$ cat config.mk
export PLATFORM = sky130hd
export DESIGN_NAME = tag_alloc_pool_flat
export DESIGN_NICKNAME = d
export VERILOG_FILES = /design/src/rtl/tag_alloc_pkg.sv /design/src/rtl/tag_alloc_pool_if.sv /design/src/rtl/lzd.sv /design/src/rtl/onehot_enc.sv /design/src/rtl/tag_alloc_pool.sv /design/src/flat_wrapper.sv
export SDC_FILE = /design/constraint.sdc
export NUM_CORES = 1
export LEC_CHECK = 0
export CORE_MARGIN = 2
export CORE_UTILIZATION = 55
export DETAILED_ROUTE_END_ITERATION = 7
export PLACE_DENSITY = 0.78
export REMOVE_ABC_BUFFERS = 1
export SLEW_MARGIN = 20
export SYNTH_ARGS = -nofsm -noshare
export SYNTH_HDL_FRONTEND = slang
export SYNTH_HIERARCHICAL = 1
export SYNTH_SLANG_ARGS = --single-unit
$ cat constraint.sdc
create_clock -name i_clk -period 7.4 [get_ports i_clk]
set_input_delay 1.11 -clock i_clk [delete_from_list [all_inputs] [get_ports i_clk]]
set_output_delay 1.11 -clock i_clk [all_outputs]
set_load 0.005 [all_outputs]
$ cat src/rtl/tag_alloc_pkg.sv
// Shared width helpers for the tag allocator slice.
package tag_alloc_pkg;

  localparam int unsigned N_DEFAULT = 16;

  // Tag index width; a single-tag pool still needs one bit of index.
  function automatic int unsigned idx_width(input int unsigned n);
    return (n > 1) ? $clog2(n) : 1;
  endfunction

  // Free-count width, wide enough to hold the value n itself.
  function automatic int unsigned cnt_width(input int unsigned n);
    return $clog2(n + 1);
  endfunction

endpackage

$ cat src/rtl/tag_alloc_pool_if.sv
// Alloc/free port bundle between a tag pool and its consumer.
interface tag_alloc_pool_if
  import tag_alloc_pkg::*;
#(
  parameter int unsigned N = N_DEFAULT
) ();

  localparam int unsigned W_IDX = idx_width(N);
  localparam int unsigned W_CNT = cnt_width(N);

  logic             o_alloc_vld;
  logic             i_alloc_rdy;
  logic [W_IDX-1:0] o_alloc_idx;
  logic             i_free_vld;
  logic [W_IDX-1:0] i_free_idx;
  logic             i_flush;
  logic [W_CNT-1:0] o_free_cnt;
  logic             o_err_dbl_free;

  modport slave (
    output o_alloc_vld, o_alloc_idx, o_free_cnt, o_err_dbl_free,
    input  i_alloc_rdy, i_free_vld, i_free_idx, i_flush
  );

  modport master (
    input  o_alloc_vld, o_alloc_idx, o_free_cnt, o_err_dbl_free,
    output i_alloc_rdy, i_free_vld, i_free_idx, i_flush
  );

endinterface

$ cat src/rtl/lzd.sv
// Lowest-set-bit detector: one-hot of the lowest-index 1 in vec, zero if none.
module lzd #(
  parameter int unsigned W = 16
) (
  input  logic [W-1:0] vec,
  output logic [W-1:0] onehot
);

  // Two's-complement trick isolates the least significant set bit.
  assign onehot = vec & (~vec + W'(1));

endmodule

$ cat src/rtl/onehot_enc.sv
// One-hot to binary index encoder; all-zero input encodes to 0.
module onehot_enc
  import tag_alloc_pkg::*;
#(
  parameter int unsigned N = N_DEFAULT
) (
  input  logic [N-1:0]              onehot,
  output logic [idx_width(N)-1:0]   idx
);

  localparam int unsigned W_IDX = idx_width(N);

  // OR together the indices of all set bits (exactly one for valid input).
  always_comb begin
    idx = '0;
    for (int i = 0; i < N; i++) begin
      if (onehot[i]) idx = idx | W_IDX'(i);
    end
  end

endmodule

$ cat src/rtl/tag_alloc_pool.sv
// Free-list tag allocator: busy bitmap, lowest-free pick, registered offer.
module tag_alloc_pool
  import tag_alloc_pkg::*;
#(
  parameter int unsigned N = N_DEFAULT
) (
  input  logic            i_clk,
  input  logic            i_rst,
  tag_alloc_pool_if.slave bus
);

  localparam int unsigned W_IDX = idx_width(N);
  localparam int unsigned W_CNT = cnt_width(N);

  logic [N-1:0]     busy;
  logic [N-1:0]     busy_next;
  logic [N-1:0]     free_next;
  logic [N-1:0]     alloc_set;
  logic [N-1:0]     free_clr;
  logic [N-1:0]     pick;
  logic [W_IDX-1:0] pick_idx;
  logic [W_CNT-1:0] cnt_next;
  logic             fire;
  logic             free_hit;
  logic             err_next;

  assign fire = bus.o_alloc_vld & bus.i_alloc_rdy;

  // Decode the fired tag and a legal free into bitmap updates.
  always_comb begin
    alloc_set = '0;
    free_clr  = '0;
    for (int i = 0; i < N; i++) begin
      alloc_set[i] = fire && (bus.o_alloc_idx == W_IDX'(i));
      free_clr[i]  = bus.i_free_vld && (bus.i_free_idx == W_IDX'(i)) && busy[i];
    end
  end

  assign free_hit = |free_clr;

  // Next bitmap, count and error; flush overrides any fire or free this cycle.
  always_comb begin
    busy_next = (busy | alloc_set) & ~free_clr;
    cnt_next  = bus.o_free_cnt + W_CNT'(free_hit) - W_CNT'(fire);
    err_next  = bus.i_free_vld & ~free_hit;
    if (bus.i_flush) begin
      busy_next = '0;
      cnt_next  = W_CNT'(N);
      err_next  = 1'b0;
    end
  end

  assign free_next = ~busy_next;

  lzd #(.W(N)) u_lzd (
    .vec    (free_next),
    .onehot (pick)
  );

  onehot_enc #(.N(N)) u_enc (
    .onehot (pick),
    .idx    (pick_idx)
  );

  // Pool state and registered offer; idx holds its last value when exhausted.
  always_ff @(posedge i_clk) begin
    if (i_rst) begin
      busy               <= '0;
      bus.o_alloc_vld    <= 1'b0;
      bus.o_alloc_idx    <= '0;
      bus.o_free_cnt     <= W_CNT'(N);
      bus.o_err_dbl_free <= 1'b0;
    end else begin
      busy               <= busy_next;
      bus.o_alloc_vld    <= |pick;
      if (|pick) bus.o_alloc_idx <= pick_idx;
      bus.o_free_cnt     <= cnt_next;
      bus.o_err_dbl_free <= err_next;
    end
  end

  a_pick_onehot0: assert property (@(posedge i_clk) disable iff (i_rst) $onehot0(pick))
    else $error("lzd pick is not one-hot");

  a_cnt_matches: assert property (@(posedge i_clk) disable iff (i_rst)
    int'(bus.o_free_cnt) == int'(N) - $countones(busy))
    else $error("free count disagrees with busy bitmap");

endmodule
$ cat src/flat_wrapper.sv
// flat-port wrapper written by rule: the top's interface ports become plain ports
module tag_alloc_pool_flat import tag_alloc_pkg::*;
#(
  parameter int unsigned N = N_DEFAULT
)
  (i_clk, i_rst, bus_o_alloc_vld, bus_o_alloc_idx, bus_o_free_cnt, bus_o_err_dbl_free, bus_i_alloc_rdy, bus_i_free_vld, bus_i_free_idx, bus_i_flush);
  tag_alloc_pool_if #(.N(N)) bus_i ();
  input  logic i_clk;
  input  logic i_rst;
  output wire logic [$bits(bus_i.o_alloc_vld)-1:0] bus_o_alloc_vld;
  output wire logic [$bits(bus_i.o_alloc_idx)-1:0] bus_o_alloc_idx;
  output wire logic [$bits(bus_i.o_free_cnt)-1:0] bus_o_free_cnt;
  output wire logic [$bits(bus_i.o_err_dbl_free)-1:0] bus_o_err_dbl_free;
  input wire logic [$bits(bus_i.i_alloc_rdy)-1:0] bus_i_alloc_rdy;
  input wire logic [$bits(bus_i.i_free_vld)-1:0] bus_i_free_vld;
  input wire logic [$bits(bus_i.i_free_idx)-1:0] bus_i_free_idx;
  input wire logic [$bits(bus_i.i_flush)-1:0] bus_i_flush;
  assign bus_o_alloc_vld = bus_i.o_alloc_vld;
  assign bus_o_alloc_idx = bus_i.o_alloc_idx;
  assign bus_o_free_cnt = bus_i.o_free_cnt;
  assign bus_o_err_dbl_free = bus_i.o_err_dbl_free;
  assign bus_i.i_alloc_rdy = bus_i_alloc_rdy;
  assign bus_i.i_free_vld = bus_i_free_vld;
  assign bus_i.i_free_idx = bus_i_free_idx;
  assign bus_i.i_flush = bus_i_flush;
  tag_alloc_pool #(.N(N)) u_core (.i_clk(i_clk), .i_rst(i_rst), .bus(bus_i));
endmodule
==> results of run 1 <==
flip-flops by register name, summed over array words and instances (netlist names):
signal and cells:
u_core/bus.o_alloc_idx 4, u_core/bus.o_free_cnt 5, u_core/busy 16, u_core/bus.o_err_dbl_free 1, u_core/bus.o_alloc_vld 1
worst max path at each step:
stage,from,to,depth (start not counted)
2_1_floorplan,bus_i_alloc_rdy,u_core/bus.o_alloc_idx[0],10
3_3_place_gp,bus_i_free_idx[2],u_core/bus.o_alloc_idx[2],10
3_5_place_dp,bus_i_free_idx[2],u_core/bus.o_alloc_idx[1],10
4_1_cts,bus_i_free_idx[2],u_core/bus.o_alloc_idx[1],10
5_1_grt,bus_i_free_idx[2],u_core/bus.o_alloc_idx[1],10
6_report,bus_i_free_idx[2],u_core/bus.o_alloc_idx[1],11
metrics by stage:
stage	hold slack [ns]	util	cells	power [mW]
finish	0.538	0.625	288	0.265
global route	0.555	0.625	288	0.277
global placement	0.505	0.617	284	0.200
detailed placement	0.516	0.617	284	0.201
CTS	0.536	0.625	288	0.267
floorplan	0.466	-	219	0.180
layout make-up:
| type | instances | area (um2) |
|---|---|---|
| Fill cell | 326 | 1240 |
| Multi-Input combinational cell | 183 | 1220 |
| Sequential cell | 27 | 541 |
| Timing Repair Buffer | 19 | 190 |
| Tap cell | 46 | 57.6 |
| Inverter | 9 | 33.8 |
| Clock buffer | 3 | 22.5 |
| Clock inverter | 1 | 5.00 |
power groups by stage:
stage               clock [mW]  combinational, mW  sequential [mW]
global placement             0             0.0452            0.155
CTS                     0.0686             0.0462            0.152
detailed placement           0             0.0458            0.155
floorplan                    0             0.0253            0.155
finish                  0.0662             0.0464            0.152
global route            0.0734             0.0509            0.153
worst reg2reg max path: stages (launching register included):
cell	delay (ns)
dfxtp_1	0.38
nand4bb_1	0.37
nor3_1	0.24
nor2_1	0.08
a311o_1	0.40
or4_4	0.60
nor4_1	0.68
nor4_1	0.09
nand4_1	0.28
mux2i_1	0.23
nor2_1	0.05
layer usage:
metal  global-route usage  vias to the layer above  wire [um]
met5                    0                        -          0
met4               0.0722                        0         67
met3               0.0505                        8        356
met2                0.375                       77       2010
met1                0.325                      845       2030
li1                     -                      869          -
placed cells by master (no fill, tap or decap), types with 3 or more instances in the layout:
| cell type | Yosys | final |
|---|---|---|
| a21oi_1 | 13 | 13 |
| nand2b_1 | 3 | 3 |
| nor2b_1 | 5 | 5 |
| nor2_1 | 28 | 28 |
| nand4b_1 | 3 | 3 |
| nand2_1 | 11 | 11 |
| or3b_2 | 3 | 3 |
| or2_2 | 12 | 12 |
| nor3b_1 | 3 | 3 |
| clkdlybuf4s50_1 | 0 | 19 |
| ha_1 | 5 | 5 |
| nor3_1 | 14 | 14 |
| dfxtp_1 | 27 | 27 |
| nand4_1 | 4 | 4 |
| mux2i_1 | 7 | 7 |
| clkbuf_4 | 0 | 3 |
| and2_1 | 3 | 3 |
| nor4_1 | 13 | 13 |
| inv_1 | 9 | 9 |
| nor4_2 | 5 | 5 |
| nand3_1 | 8 | 8 |
| o21ai_0 | 5 | 5 |
kinds of logic (layout without fill, tap and decap cells):
kind of cell    Yosys count  after routing  synth area share
flops                    27             27             0.287
xor+xnor                  4              4            0.0186
simple gates            136            136             0.448
compound gates           30             30             0.100
buf+inv                  23             32            0.0651
mux                       7              7            0.0372
fa+ha+maj                 6              6            0.0439
==> out/results.ini, run 1 <==
[yosys]
synth_commonest_cells = nor2_1, dfxtp_1, nor3_1
yosysTopAreaCell = dfxtp_1
yosys-top-cells-area = dfxtp_1, nor2_1, nor4_1
synth_most_common_cell = nor2_1
ys_ff_latch = 27
postSynth.asyncResetShare = 0
postSynthCellCount = 233
ys_seq_area_frac = 0.287
ys_types = 52
synth_area_um2 = 1880
ys_warn_count = 6
synth-main-ff-cell = dfxtp_1
synth_top_area_frac = 0.287
syn_area_per_cell_um2 = 8.08
synth_edf_count = 0

[sta]
relSlewSlack = 0.445
finalSetupViolations = 0
final_max_slew_viol_count = 0
period_minus_slack_ns = 4.45
hold_violations = 0
fin_crit_sh = 0.601
worst_pin_slew_ns = 0.831
skew_ns = 0.00221
timing.setup.tns_ns = 0
rsz0062_at_grt = no
fmax_mhz = 225
setup_slack_ns = 2.95

[pwr]
p_seq_frac = 0.575
p_comb_frac = 0.175
sw_frac_of_total = 0.275
clkPwrFrac = 0.250
irDropWorstVdd_uv = 80.3
p_sw_mw = 0.0728
power.leakage_nw = 0.741
powerDensity_nw_per_um2 = 128
p_int_mw = 0.192

[route]
first_iter_violations = 131
wl_per_cell_um = 15.5
vias = 1799
ant_nets = 0
wl_mm = 4.46
drt-pass1-iter-count = 4
drcViolationCount = 0
vias_per_cell = 6.25

[global_routing]
track_usage = 0.238
antenna_found_initial = 0
grt_max_degree = 19
grt_first_pass_wirelength_mm = 7.63
first_global_vias = 1650
overflow = 0

[hold_path]
min_from = u_core/busy[0]
hold_depth = 1
holdPathEnd = u_core/busy[0]
worstHoldPathType = flop to flop

[clock_tree]
post_cts_buffers = 0
cts.sinks = 27
numCtsBuffers = 3
insertion_delay_ns = 0.33
clockRootBuffer = clkbuf_4
ctsResizeCount = 0
cts_tree = yes
path_clk_slew_ns = 0.15
ctsHoldBuffers = 0
cts.path.max_buffers = 2
htreeDepth = 1

[floorplan]
fp.dieH_um = 62.5
die_x_um = 62.5
initial_core_util = 0.569
fp.dieArea_um2 = 3910
coreArea_um2 = 3310
io_pins = 20
fp-row-count = 21

[run]
cap_viol_max_count = 0

[finish]
nNetsFinal = 258
antenna_cells = 0
drive_above_1_share = 0.157
final_area_um2 = 2070
syn2layout_area_growth_pct = 9.90

[worst_setup_path]
worstSetupPathType = input port to flop
worst_r2r_endpoint = u_core/bus.o_alloc_idx[1]
required_ns = 7.63
worstRegToRegCells = 10
cp-end-kind = flop
crit_fanout = 13
ff2ff_setup_slack_ns = 3.90
crit_path_start_kind = input port
path_buf_inv = 1
critPathMostFrequentCell = nor4_1
slowest_delay_ns = 0.73
arrival_ns = 4.68
r2r-start = u_core/bus.o_alloc_idx[2]
path_cells = clkdlybuf4s50_1, and2b_2, nand3_1, o21ai_0, or2_2, or4_1, nor4_1, nor4_1, nand4_1, mux2i_1, nor2_1
crit_path_top_delay_cell = clkdlybuf4s50_1
critical-path-top-delay-family = simple AND/OR/NAND/NOR gates

[place]
placed_cell_area_um2 = 2040
portBuffers = 19
hpwlAfterDp_mm = 3.28
preCtsSetupSlack_ns = 2.67
gp_congestion = 0.876

[status]
status = finished clean

Note: power is estimated with default switching activity, not from simulation.
==> inputs of run 2 (changes only) <==
--- a/config.mk
+++ b/config.mk
@@ -6,9 +6,9 @@
 export NUM_CORES = 1
 export LEC_CHECK = 0
 export CORE_MARGIN = 2
-export CORE_UTILIZATION = 55
+export CORE_UTILIZATION = 51
 export DETAILED_ROUTE_END_ITERATION = 7
-export PLACE_DENSITY = 0.78
+export PLACE_DENSITY = 0.76
 export REMOVE_ABC_BUFFERS = 1
 export SLEW_MARGIN = 20
 export SYNTH_ARGS = -nofsm -noshare
==> constraint.sdc (replaced) <==
create_clock -name i_clk -period 4 [get_ports i_clk]
set_input_delay 0.6 -clock i_clk [delete_from_list [all_inputs] [get_ports i_clk]]
set_output_delay 0.6 -clock i_clk [all_outputs]
set_load 0.005 [all_outputs]
==> run 2 against run 1 <==
Sequential power grew 85%. Largest power group unchanged. Critical path depth is 2 higher. Final area increased by 7.0%. Wire length grew 5.0%. Via count increased by 1.7%. Die area is 7.3% higher. Register-to-register slack got worse by 3.1 ns. Worst hold slack got worse by 0.015 ns. Final cell count grew 6.3%. Sequential share of layout area shrank 1.7 points. First-iteration DRC count rose by 47%.
==> out/results.ini, run 2 (same netlist as run 1, synthesis figures left out) <==
[status]
status = finished clean

[hold_path]
holdPathEnd = u_core/busy[2]
worstHoldPathType = flop to flop
min_from = u_core/busy[2]
hold_depth = 1

[pwr]
powerDensity_nw_per_um2 = 241
total_power_mw = 0.534
power.leakage_nw = 0.825
irDropWorstVdd_uv = 199

[clock_tree]
post_cts_buffers = 0
ctsHoldBuffers = 0
insertion_delay_ns = 0.28
clockRootBuffer = clkbuf_8
cts.sinks = 27
htreeDepth = 1
ctsResizeCount = 0
numCtsBuffers = 3
path_clk_slew_ns = 0.10
cts.path.max_buffers = 2
cts_tree = yes

[run]
cap_viol_max_count = 0

[worst_setup_path]
crit_fanout = 7
r2r-start = u_core/bus.o_alloc_idx[1]
worst_r2r_endpoint = u_core/bus.o_alloc_idx[1]
required_ns = 4.17
cp-end-kind = flop
crit_path_top_delay_cell = nor3b_1
ff2ff_setup_slack_ns = 0.77
path_cells = clkdlybuf4s50_1, nor3b_1, a32o_1, or4_4, nor3_1, ha_1, inv_1, ha_1, fa_1, a21o_1, a21oi_1, xnor2_1, nand2_1
path_buf_inv = 2
slowest_delay_ns = 0.81
critPathMostFrequentCell = ha_1
worstSetupPathType = input port to flop
arrival_ns = 3.93
crit_path_start_kind = input port
critical-path-top-delay-family = simple AND/OR/NAND/NOR gates
worstRegToRegCells = 10

[floorplan]
io_pins = 20
coreArea_um2 = 3610
fp-row-count = 22
fp.dieArea_um2 = 4190
die_x_um = 64.8
fp.dieH_um = 64.8
initial_core_util = 0.522

[route]
vias_per_cell = 5.98
wl_per_cell_um = 15.3
wl_mm = 4.68
first_iter_violations = 193
ant_nets = 0
vias = 1829
drt-pass1-iter-count = 6
drcViolationCount = 0

[global_routing]
first_global_vias = 1651
grt_first_pass_wirelength_mm = 7.65
track_usage = 0.229
antenna_found_initial = 0
grt_max_degree = 19
overflow = 0

[sta]
relSlewSlack = 0.358
fmax_mhz = 266
final_max_slew_viol_count = 0
worst_pin_slew_ns = 0.960
skew_ns = 0.00955
finalSetupViolations = 0
period_minus_slack_ns = 3.76
hold_violations = 0
rsz0062_at_grt = no
timing.setup.tns_ns = 0
fin_crit_sh = 0.940
setup_slack_ns = 0.242

[finish]
nNetsFinal = 274
layout.cells.most_common = nor2_1
largest_reg_flops = 16
reg_top3 = u_core/busy: 16 flops, u_core/bus.o_free_cnt: 5 flops, u_core/bus.o_alloc_idx: 4 flops
antenna_cells = 0
drive_above_1_share = 0.209
final_cell_mix = nor2_1, dfxtp_1, clkdlybuf4s50_1
nFillCells = 346
syn2layout_area_growth_pct = 17.5
top_register = u_core/busy

[place]
hpwlAfterDp_mm = 3.44
gp_congestion = 0.890
preCtsSetupSlack_ns = 0.0150
portBuffers = 19

==> run 2: power by group <==
group / switching (mW) / total (mW) / internal (mW)
sequential: 0.00621 / 0.281 / 0.275
clock: 0.0918 / 0.163 / 0.0708
combinational: 0.0449 / 0.0901 / 0.0453
==> run 2: worst max path at each step <==
stage	start	end	slack, ns	depth (start not counted)
after global routing	bus_i_free_idx[3]	u_core/bus.o_alloc_idx[2]	0.09	11
after global placement	bus_i_free_idx[3]	u_core/bus.o_free_cnt[4]	0.03	13
after floorplan	bus_i_alloc_rdy	u_core/bus.o_alloc_idx[0]	0.73	10
after CTS	bus_i_free_idx[3]	u_core/bus.o_free_cnt[4]	0.30	13
final	bus_i_free_vld	u_core/bus.o_free_cnt[4]	0.24	13
after detailed placement	bus_i_free_idx[3]	u_core/bus.o_free_cnt[4]	0.02	13
==> run 2: stage by stage <==
step                instances  area, um2  hold WS (ns)  utilization
detailed placement        302       2160         0.499        0.600
finish                    306       2210         0.523        0.614
floorplan                 219       1790         0.466            -
CTS                       306       2210         0.523        0.614
global placement          302       2160         0.496        0.600
global route              306       2210         0.554        0.614
==> run 2: metal layers <==
metal  global-route usage  wire length (um)
met5                    0                 0
met4               0.0612                46
met3               0.0347               399
met2                0.366              2110
met1                0.322              2130
==> run 2: layout make-up <==
cell class / instances / area, um2 / area share
flip-flops and latches: 27 / 541 / 0.244
clock inverters: 1 / 7.51 / 0.00339
well taps: 48 / 60.1 / 0.0271
inverters: 9 / 33.8 / 0.0153
repair buffers: 35 / 310 / 0.140
clock buffers: 3 / 41.3 / 0.0187
multi-input cells: 183 / 1220 / 0.551
==> inputs of run 3 (changes only) <==
--- a/config.mk
+++ b/config.mk
@@ -10,6 +10,7 @@
 export DETAILED_ROUTE_END_ITERATION = 7
 export PLACE_DENSITY = 0.76
 export REMOVE_ABC_BUFFERS = 1
+export SKIP_LAST_GASP = 1
 export SLEW_MARGIN = 20
 export SYNTH_ARGS = -nofsm -noshare
 export SYNTH_HDL_FRONTEND = slang
==> results of run 3 <==
Same layout as run 2: the final DEF is identical, and so are final timing and power.
